<file path="src/rtl/flash_arb_pkg.sv">
// Shared types and constants for the two-port flash read arbiter.
package flash_arb_pkg;

  typedef enum logic [1:0] {
    IDLE  = 2'd0,
    WAIT  = 2'd1,
    DRAIN = 2'd2
  } arb_state_e;

  localparam logic PORT_A = 1'b0;
  localparam logic PORT_B = 1'b1;

  // Wide all-ones pattern; callers truncate to their data width.
  localparam logic [63:0] ABORT_DATA = '1;

  // Watchdog counter width; a disabled watchdog still needs one bit to exist.
  function automatic int wd_width(input int timeout);
    return (timeout > 0) ? $clog2(timeout + 1) : 1;
  endfunction

endpackage

</file>
<file path="src/rtl/flash_arb_pick.sv">
// Combinational winner select between two toggle-handshake requesters.
module flash_arb_pick
  import flash_arb_pkg::*;
#(
  parameter int PRIO_A = 1
) (
  input  logic pa,
  input  logic pb,
  input  logic rr_last,
  output logic grant_valid,
  output logic grant_id
);

  // Fixed priority gives A every tie; round-robin hands a tie to the port not served last.
  always_comb begin
    grant_valid = pa | pb;
    grant_id    = PORT_A;
    if (pa && pb) begin
      grant_id = (PRIO_A != 0) ? PORT_A : ~rr_last;
    end else if (pb) begin
      grant_id = PORT_B;
    end
  end

endmodule

</file>
<file path="src/rtl/flash_port_arbiter.sv">
// Shares one toggle-handshake flash read port between a ROM loader (A) and a
// runtime reader (B), with a hang watchdog that aborts a stuck access.
module flash_port_arbiter
  import flash_arb_pkg::*;
#(
  parameter int AW      = 23,
  parameter int DW      = 16,
  parameter int TIMEOUT = 4095,
  parameter int PRIO_A  = 1
) (
  input  logic          iclk,
  input  logic          ireset,
  input  logic [AW-1:0] ia_addr,
  input  logic          ia_req,
  output logic          oa_ack,
  output logic [DW-1:0] oa_data,
  input  logic [AW-1:0] ib_addr,
  input  logic          ib_req,
  output logic          ob_ack,
  output logic [DW-1:0] ob_data,
  output logic [AW-1:0] ofl_addr,
  output logic          ofl_req,
  input  logic          ifl_ack,
  input  logic [DW-1:0] ifl_data,
  output logic          ogrant,
  output logic          obusy,
  output logic          otimeout
);

  localparam int            WDW     = wd_width(TIMEOUT);
  localparam logic [WDW-1:0] WD_LAST = (TIMEOUT > 0) ? WDW'(TIMEOUT - 1) : '0;
  localparam logic [DW-1:0]  ABORT   = DW'(ABORT_DATA);

  arb_state_e     state, nstate;
  logic           pa, pb;
  logic           gnt_valid, gnt_id;
  logic           rr_last;
  logic [WDW-1:0] wd;
  logic           fl_done, wd_expire;
  logic           do_grant, do_done, do_abort;
  logic [DW-1:0]  result;

  assign pa        = ia_req ^ oa_ack;
  assign pb        = ib_req ^ ob_ack;
  assign fl_done   = (ifl_ack == ofl_req);
  assign wd_expire = (TIMEOUT != 0) && (wd == WD_LAST);

  flash_arb_pick #(.PRIO_A(PRIO_A)) u_pick (
    .pa          (pa),
    .pb          (pb),
    .rr_last     (rr_last),
    .grant_valid (gnt_valid),
    .grant_id    (gnt_id)
  );

  // State register.
  always_ff @(posedge iclk) begin
    if (ireset) state <= IDLE;
    else        state <= nstate;
  end

  // Next state: grant from IDLE, complete or abort from WAIT, resync in DRAIN.
  always_comb begin
    nstate = state;
    case (state)
      IDLE:    if (gnt_valid) nstate = WAIT;
      WAIT: begin
        if (fl_done)        nstate = IDLE;
        else if (wd_expire) nstate = DRAIN;
      end
      DRAIN:   if (fl_done) nstate = IDLE;
      default: nstate = IDLE;
    endcase
  end

  // Decoded strokes for the datapath, plus the busy flag.
  always_comb begin
    obusy    = (state != IDLE);
    do_grant = (state == IDLE) && gnt_valid;
    do_done  = (state == WAIT) && fl_done;
    do_abort = (state == WAIT) && !fl_done && wd_expire;
    result   = do_done ? ifl_data : ABORT;
  end

  // Datapath: launch flash access on grant, return data/ack to the owner on completion or abort.
  always_ff @(posedge iclk) begin
    if (ireset) begin
      oa_ack   <= 1'b0;
      ob_ack   <= 1'b0;
      oa_data  <= '0;
      ob_data  <= '0;
      ofl_addr <= '0;
      ofl_req  <= 1'b0;
      ogrant   <= PORT_A;
      otimeout <= 1'b0;
      wd       <= '0;
      rr_last  <= PORT_B;  // so a first tie goes to A
    end else begin
      if (state == WAIT) wd <= wd + 1'b1;
      if (do_grant) begin
        ofl_addr <= (gnt_id == PORT_B) ? ib_addr : ia_addr;
        ogrant   <= gnt_id;
        ofl_req  <= ~ofl_req;
        wd       <= '0;
      end
      if (do_done || do_abort) begin
        if (ogrant == PORT_B) begin
          ob_data <= result;
          ob_ack  <= ~ob_ack;
        end else begin
          oa_data <= result;
          oa_ack  <= ~oa_ack;
        end
      end
      // Only completed accesses move the fairness pointer; an abort leaves it alone.
      if (do_done)  rr_last  <= ogrant;
      if (do_abort) otimeout <= 1'b1;
    end
  end

endmodule

</file>
<file path="config.mk">
export PLATFORM = sky130hd
export DESIGN_NAME = flash_port_arbiter
export DESIGN_NICKNAME = d
export VERILOG_FILES = /design/src/rtl/flash_arb_pkg.sv /design/src/rtl/flash_arb_pick.sv /design/src/rtl/flash_port_arbiter.sv
export SDC_FILE = /design/constraint.sdc
export NUM_CORES = 1
export LEC_CHECK = 0
export CAP_MARGIN = 20
export CORE_UTILIZATION = 42
export CTS_BUF_LIST = sky130_fd_sc_hd__clkbuf_16
export CTS_CLUSTER_DIAMETER = 150
export DETAILED_ROUTE_END_ITERATION = 12
export GPL_TIMING_DRIVEN = 0
export PLACE_DENSITY = 0.8
export RECOVER_POWER = 100
export SKIP_CTS_REPAIR_TIMING = 1
export SYNTH_ARGS = -nofsm -noshare
export SYNTH_HDL_FRONTEND = slang
export SYNTH_SLANG_ARGS = --single-unit
export TNS_END_PERCENT = 1
</file>
<file path="constraint.sdc">
create_clock -name iclk -period 2.2 [get_ports iclk]
set_input_delay 0.44 -clock iclk [delete_from_list [all_inputs] [get_ports iclk]]
set_output_delay 0.44 -clock iclk [all_outputs]
set_load 0.05 [all_outputs]
</file>
==> results of run 1 <==
-- critical path, stage by stage, from the launching register on --
cell and delay, ns:
dfxtp_1 0.39, nor2_1 0.11, inv_1 0.06, clkdlybuf4s50_1 0.81
-- Yosys cell counts (all sizes together) --
cell type / instances
dfxtp: 74
nand2: 56
o221a: 32
o21ai: 24
a31oi: 23
nor2: 16
clkbuf: 15
buf: 9
xor2: 9
nand3: 7
xnor2: 7
nand4: 4
nor2b: 4
a21oi: 3
and2: 3
inv: 3
a211oi: 2
ha: 2
nand2b: 2
nand3b: 2
nor4: 2
a21boi: 1
a21o: 1
and4: 1
and4b: 1
mux2: 1
nand4b: 1
nor3: 1
o21a: 1
or2: 1
or3: 1
or4: 1
-- power breakdown --
part / internal, µW / total, µW / leakage [µW] / switching, µW
Combinational: 495 / 1430 / 0.00114 / 938
Clock: 1110 / 1670 / 0.000159 / 565
Sequential: 1500 / 1600 / 0.000606 / 93.6
Total: 3100 / 4700 / 0.00191 / 1600
-- metal layers --
metal  wire length (µm)  vias to the layer above
met1               3680                     1343
met5                  0                        -
li1                   -                     1403
met2               4110                      117
met3                700                       11
met4                136                        0
-- state kept, by name, indices dropped and copies added (netlist names) --
register and count:
ofl_addr 23, ogrant 1, wd 12, otimeout 1, ofl_req 1, oa_data 16
ob_data 16, ob_ack 1, state 2, oa_ack 1
-- area by class of cell --
class | count | area (µm²)
plain buffers | 24 | 123
well taps | 96 | 120
clock buffers | 9 | 225
flip-flops and latches | 74 | 1480
fillers | 555 | 2140
clock inverters | 7 | 118
multi-input cells | 209 | 1350
repair buffers | 126 | 1260
inverters | 3 | 11.3
-- worst paths after layout --
check	slack [ns]	endpoint	from	cells after the start
setup reg to reg	0.28	ob_ack	wd[1]	5
hold / removal	0.48	otimeout	otimeout	2
hold reg to reg	0.48	otimeout	otimeout	2
setup / recovery	0.07	obusy	state[1]	3
-- stage by stage --
step / hold slack (ns) / instance area, µm² / utilization
2_1_floorplan: 0.480 / 2970 / -
3_3_place_gp: 0.457 / 4360 / 0.638
3_5_place_dp: 0.476 / 4360 / 0.638
4_1_cts: 0.487 / 4700 / 0.688
5_1_grt: 0.500 / 4690 / 0.686
6_report: 0.479 / 4690 / 0.686
-- cells by family (layout without fill, tap and decap cells) --
logic type                 Yosys count  in the layout  synth area share
and+or+nand+nor                    103            103             0.166
AOI/OAI and AO/OA                   87             87             0.231
DFF                                 74             74             0.498
buffers and inverters               27            169            0.0454
xor gates and xnor gates            16             16            0.0471
adders and majority gates            2              2           0.00841
muxes                                1              1           0.00379
==> results.cfg, run 1 <==
[outcome]
status = completed

[routing]
drc = 0
wl_per_cell_um = 15.7
totalWireLength_um = 8630
ant_nets = 0
viasPerCell = 5.24
drt-initial-drc-count = 125
vias = 2874
drt_pass1_iterations = 4

[pwr]
pwr_density_cell_nw_per_um2 = 1000
leakage_uw = 0.00191
vdd_ir_drop_max_mv = 0.473
power.total_uw = 4700

[global_routing]
grt_use_total = 0.245
antenna_found_initial = 0
grt_pass1_vias = 2767
use_met2 = 0.411
use_met1 = 0.298
grt_pass1_wl_um = 14000
grt_max_degree = 14
grt_overflow = 0
busiest_layer = met2
gr-usage-met3 = 0.0683

[synth]
yosysTopAreaCell = dfxtp_1
yosysSeqAreaShare = 0.498
synth_seq_cells = 74
avgSynthCellArea_um2 = 9.59
synth_cells = 310
synth.top_cell.area_share = 0.498
synth.top_cells.by_area = dfxtp_1 (50%), o221a_2 (12%), nand2_1 (6.9%)
synth_cell_types = 41
yosys_warnings = 0
syn-cell-area_um2 = 2970
syn_nets = 379

[final_layout]
stdcell_count = 548
final_common_cell = dfxtp_1
final_cell_mix = dfxtp_1 (74), clkdlybuf4s50_1 (67), dlygate4sd3_1 (59)
drive_gt1_frac = 0.139
insertedDiodeCount = 0
nNetsFinal = 516
areaGrowthSynthToFinish_pct = 57.6

[floorplan]
rows = 30
fp.dieArea_um2 = 7420
core_um2 = 6830
start_util = 0.435
chipHeight_um = 86.2
die_w_um = 86.2
io_pins = 128

[placement]
io_buffers = 126
place_ws_ns = -0.158
dp_cells = 532
dp_hpwl_um = 6180
place.gp.congestion = 0.801

[clock_network]
clk_pin_slew_ns = 0.06
cts-root-buf = clkbuf_16
cts_buffers = 9
clockBufferDepth = 2
clock_sinks = 74
htreeDepth = 3
clock_latency_ns = 0.33
cts_tree = built

[worst_setup_path]
endpoint_kind = output port
cp_max_fo = 5
critPathLaunchType = flip-flop
path_class = flip-flop to output port
required_ns = 1.76
worst_ep_arrival_time_ns = 1.69

[sta]
setup_ws_ns = 0.0682
rsz0062_at_grt = no
period_share = 0.969
fmax_mhz = 469
finClkSkew_ns = 0.00465
slew_viol_final = 0
setup_tns_ns = 0
finalCriticalPeriod_ns = 2.13
relSlewSlack = 0.634
hold_viol = 0
finalSetupViolCount = 0
max_slew.worst_pin.slew_ns = 0.548

[job]
maxCapViolCount = 0

[worst_hold_path]
min_path_type = flip-flop to flip-flop
Note: power is estimated with default switching activity, not from simulation.
==> inputs of run 2 (changes only) <==
- CORE_UTILIZATION: 42 -> 40
- DONT_BUFFER_PORTS: unset -> 1
- GPL_TIMING_DRIVEN: 0 -> unset
- PLACE_DENSITY: 0.8 -> unset
==> results.cfg, run 2 (synthesis gave the netlist of run 1 again) <==
[floorplan]
core_um2 = 7210
die_w_um = 88.2
chipHeight_um = 88.2
fp.dieArea_um2 = 7780
io_pins = 128
start_util = 0.412
rows = 31

[worst_setup_path]
path_buf_inv = 0
endpoint_kind = flip-flop
critPathLaunchType = flip-flop
cp_max_fo = 16
critPathTopFamily = simple AND/OR/NAND/NOR gates
path_class = flip-flop to flip-flop
cp_slowest_cell = or4_1
worst_ep_arrival_time_ns = 2.04
required_ns = 2.47
cpPeakStageDelay_ns = 0.66
path_cells = nand4_1 -> or4_1 -> nand2_4 -> o221a_2

[pwr]
pwr_density_cell_nw_per_um2 = 1210
internal_power_uw = 2580
p_switching_uw = 1480
clockPowerShare = 0.349
seq_power_share = 0.520
combPwrFrac = 0.131
vdd_ir_drop_max_mv = 0.442
swShare = 0.365
leakage_uw = 0.00124

[placement]
dp_cells = 398
place_area_um2 = 3100
io_buffers = 0
dp_hpwl_um = 4570
place.gp.congestion = 0.734

[final_layout]
nNetsFinal = 379
final_common_cell = dfxtp_1
fill_cells = 690
reg_top3 = ofl_addr: 23 flops, oa_data: 16 flops, ob_data: 16 flops
stdcell_area_um2 = 3360
utilization = 0.465
insertedDiodeCount = 0
stdcell_count = 413
largest_register_ffs = 23
drive_gt1_frac = 0.191
areaGrowthSynthToFinish_pct = 12.8
regMostFlops = ofl_addr
final_cell_mix = dfxtp_1 (74), nand2_1 (55), o221a_2 (31)

[clock_network]
htreeDepth = 3
clock_latency_ns = 0.32
clk_pin_slew_ns = 0.06
cts_buffers = 9
cts-root-buf = clkbuf_16
cts_tree = built
clockBufferDepth = 2
clock_sinks = 74

[routing]
drt-initial-drc-count = 85
ant_nets = 0
viasPerCell = 5.56
wl_per_cell_um = 15.7
drt_pass1_iterations = 4
drc = 0
totalWireLength_um = 6500
vias = 2298

[sta]
setup_tns_ns = 0
rsz0062_at_grt = no
relSlewSlack = 0.533
finalCriticalPeriod_ns = 1.77
hold_viol = 0
max_slew.worst_pin.slew_ns = 0.700
fmax_mhz = 564
slew_viol_final = 0
finClkSkew_ns = 0.00522
whs_ns = 0.177
period_share = 0.806
finalSetupViolCount = 0

[global_routing]
grt_pass1_wl_um = 10400
grt_overflow = 0
grt_use_total = 0.173
antenna_found_initial = 0
grt_max_degree = 40
grt_pass1_vias = 2186

[outcome]
status = completed

[job]
maxCapViolCount = 0

[worst_hold_path]
min_path_type = input pin to flip-flop
==> run 2: changes by cell type in the layout (fill, tap and decap cells not counted), sizes merged <==
cell	previous run	this run
dlygate4sd3	59	0
clkdlybuf4s50	67	0
bufinv	3	1
buf	6	8
clkbuf	27	14
inv	3	4
==> run 2: worst register-to-register path: cells and delay by family (launching register included) <==
kind | cells | cell delay [ns]
DFF | 1 | 0.43
and+or+nand+nor | 3 | 1.06
AOI/OAI and AO/OA | 1 | 0.23
==> run 2: per-stage QoR <==
step           total power [µW]  setup WS, ns
2_1_floorplan              2560         0.345
3_3_place_gp               2680         0.478
3_5_place_dp               2700         0.466
4_1_cts                    4130         0.471
5_1_grt                    4250         0.315
6_report                   4070         0.427
==> run 2: power by group through the flow <==
stage               combinational (µW)  sequential (µW)  clock (µW)
detailed placement                 553             2140           0
floorplan                          409             2150           0
global placement                   543             2140           0
finish                             533             2110        1420
CTS                                553             2120        1460
global route                       607             2130        1510
==> run 2: final cells by class <==
cell class	instances	area [µm²]	share of cell area
well taps	99	124	0.0369
flip-flops and latches	74	1480	0.441
clock inverters	6	67.6	0.0201
inverters	3	11.3	0.00336
multi-input cells	209	1350	0.403
clock buffers	9	225	0.0671
repair buffers	13	92.6	0.0276
==> run 2: worst paths after layout <==
kind,start,endpoint,slack (ns),cells after the start
hold reg to reg,state[1],state[1],0.53,2
hold / removal,ireset,oa_ack,0.18,1
setup / recovery,wd[4],oa_data[9],0.43,4
setup reg to reg,wd[4],oa_data[9],0.43,4
==> run 2: layer usage <==
| layer | GRT usage | routed length (µm) | share of wire |
|---|---|---|---|
| met5 | 0 | 0 | 0 |
| met2 | 0.270 | 2840 | 0.44 |
| met1 | 0.204 | 2770 | 0.43 |
| met3 | 0.0625 | 659 | 0.10 |
| met4 | 0.107 | 227 | 0.035 |
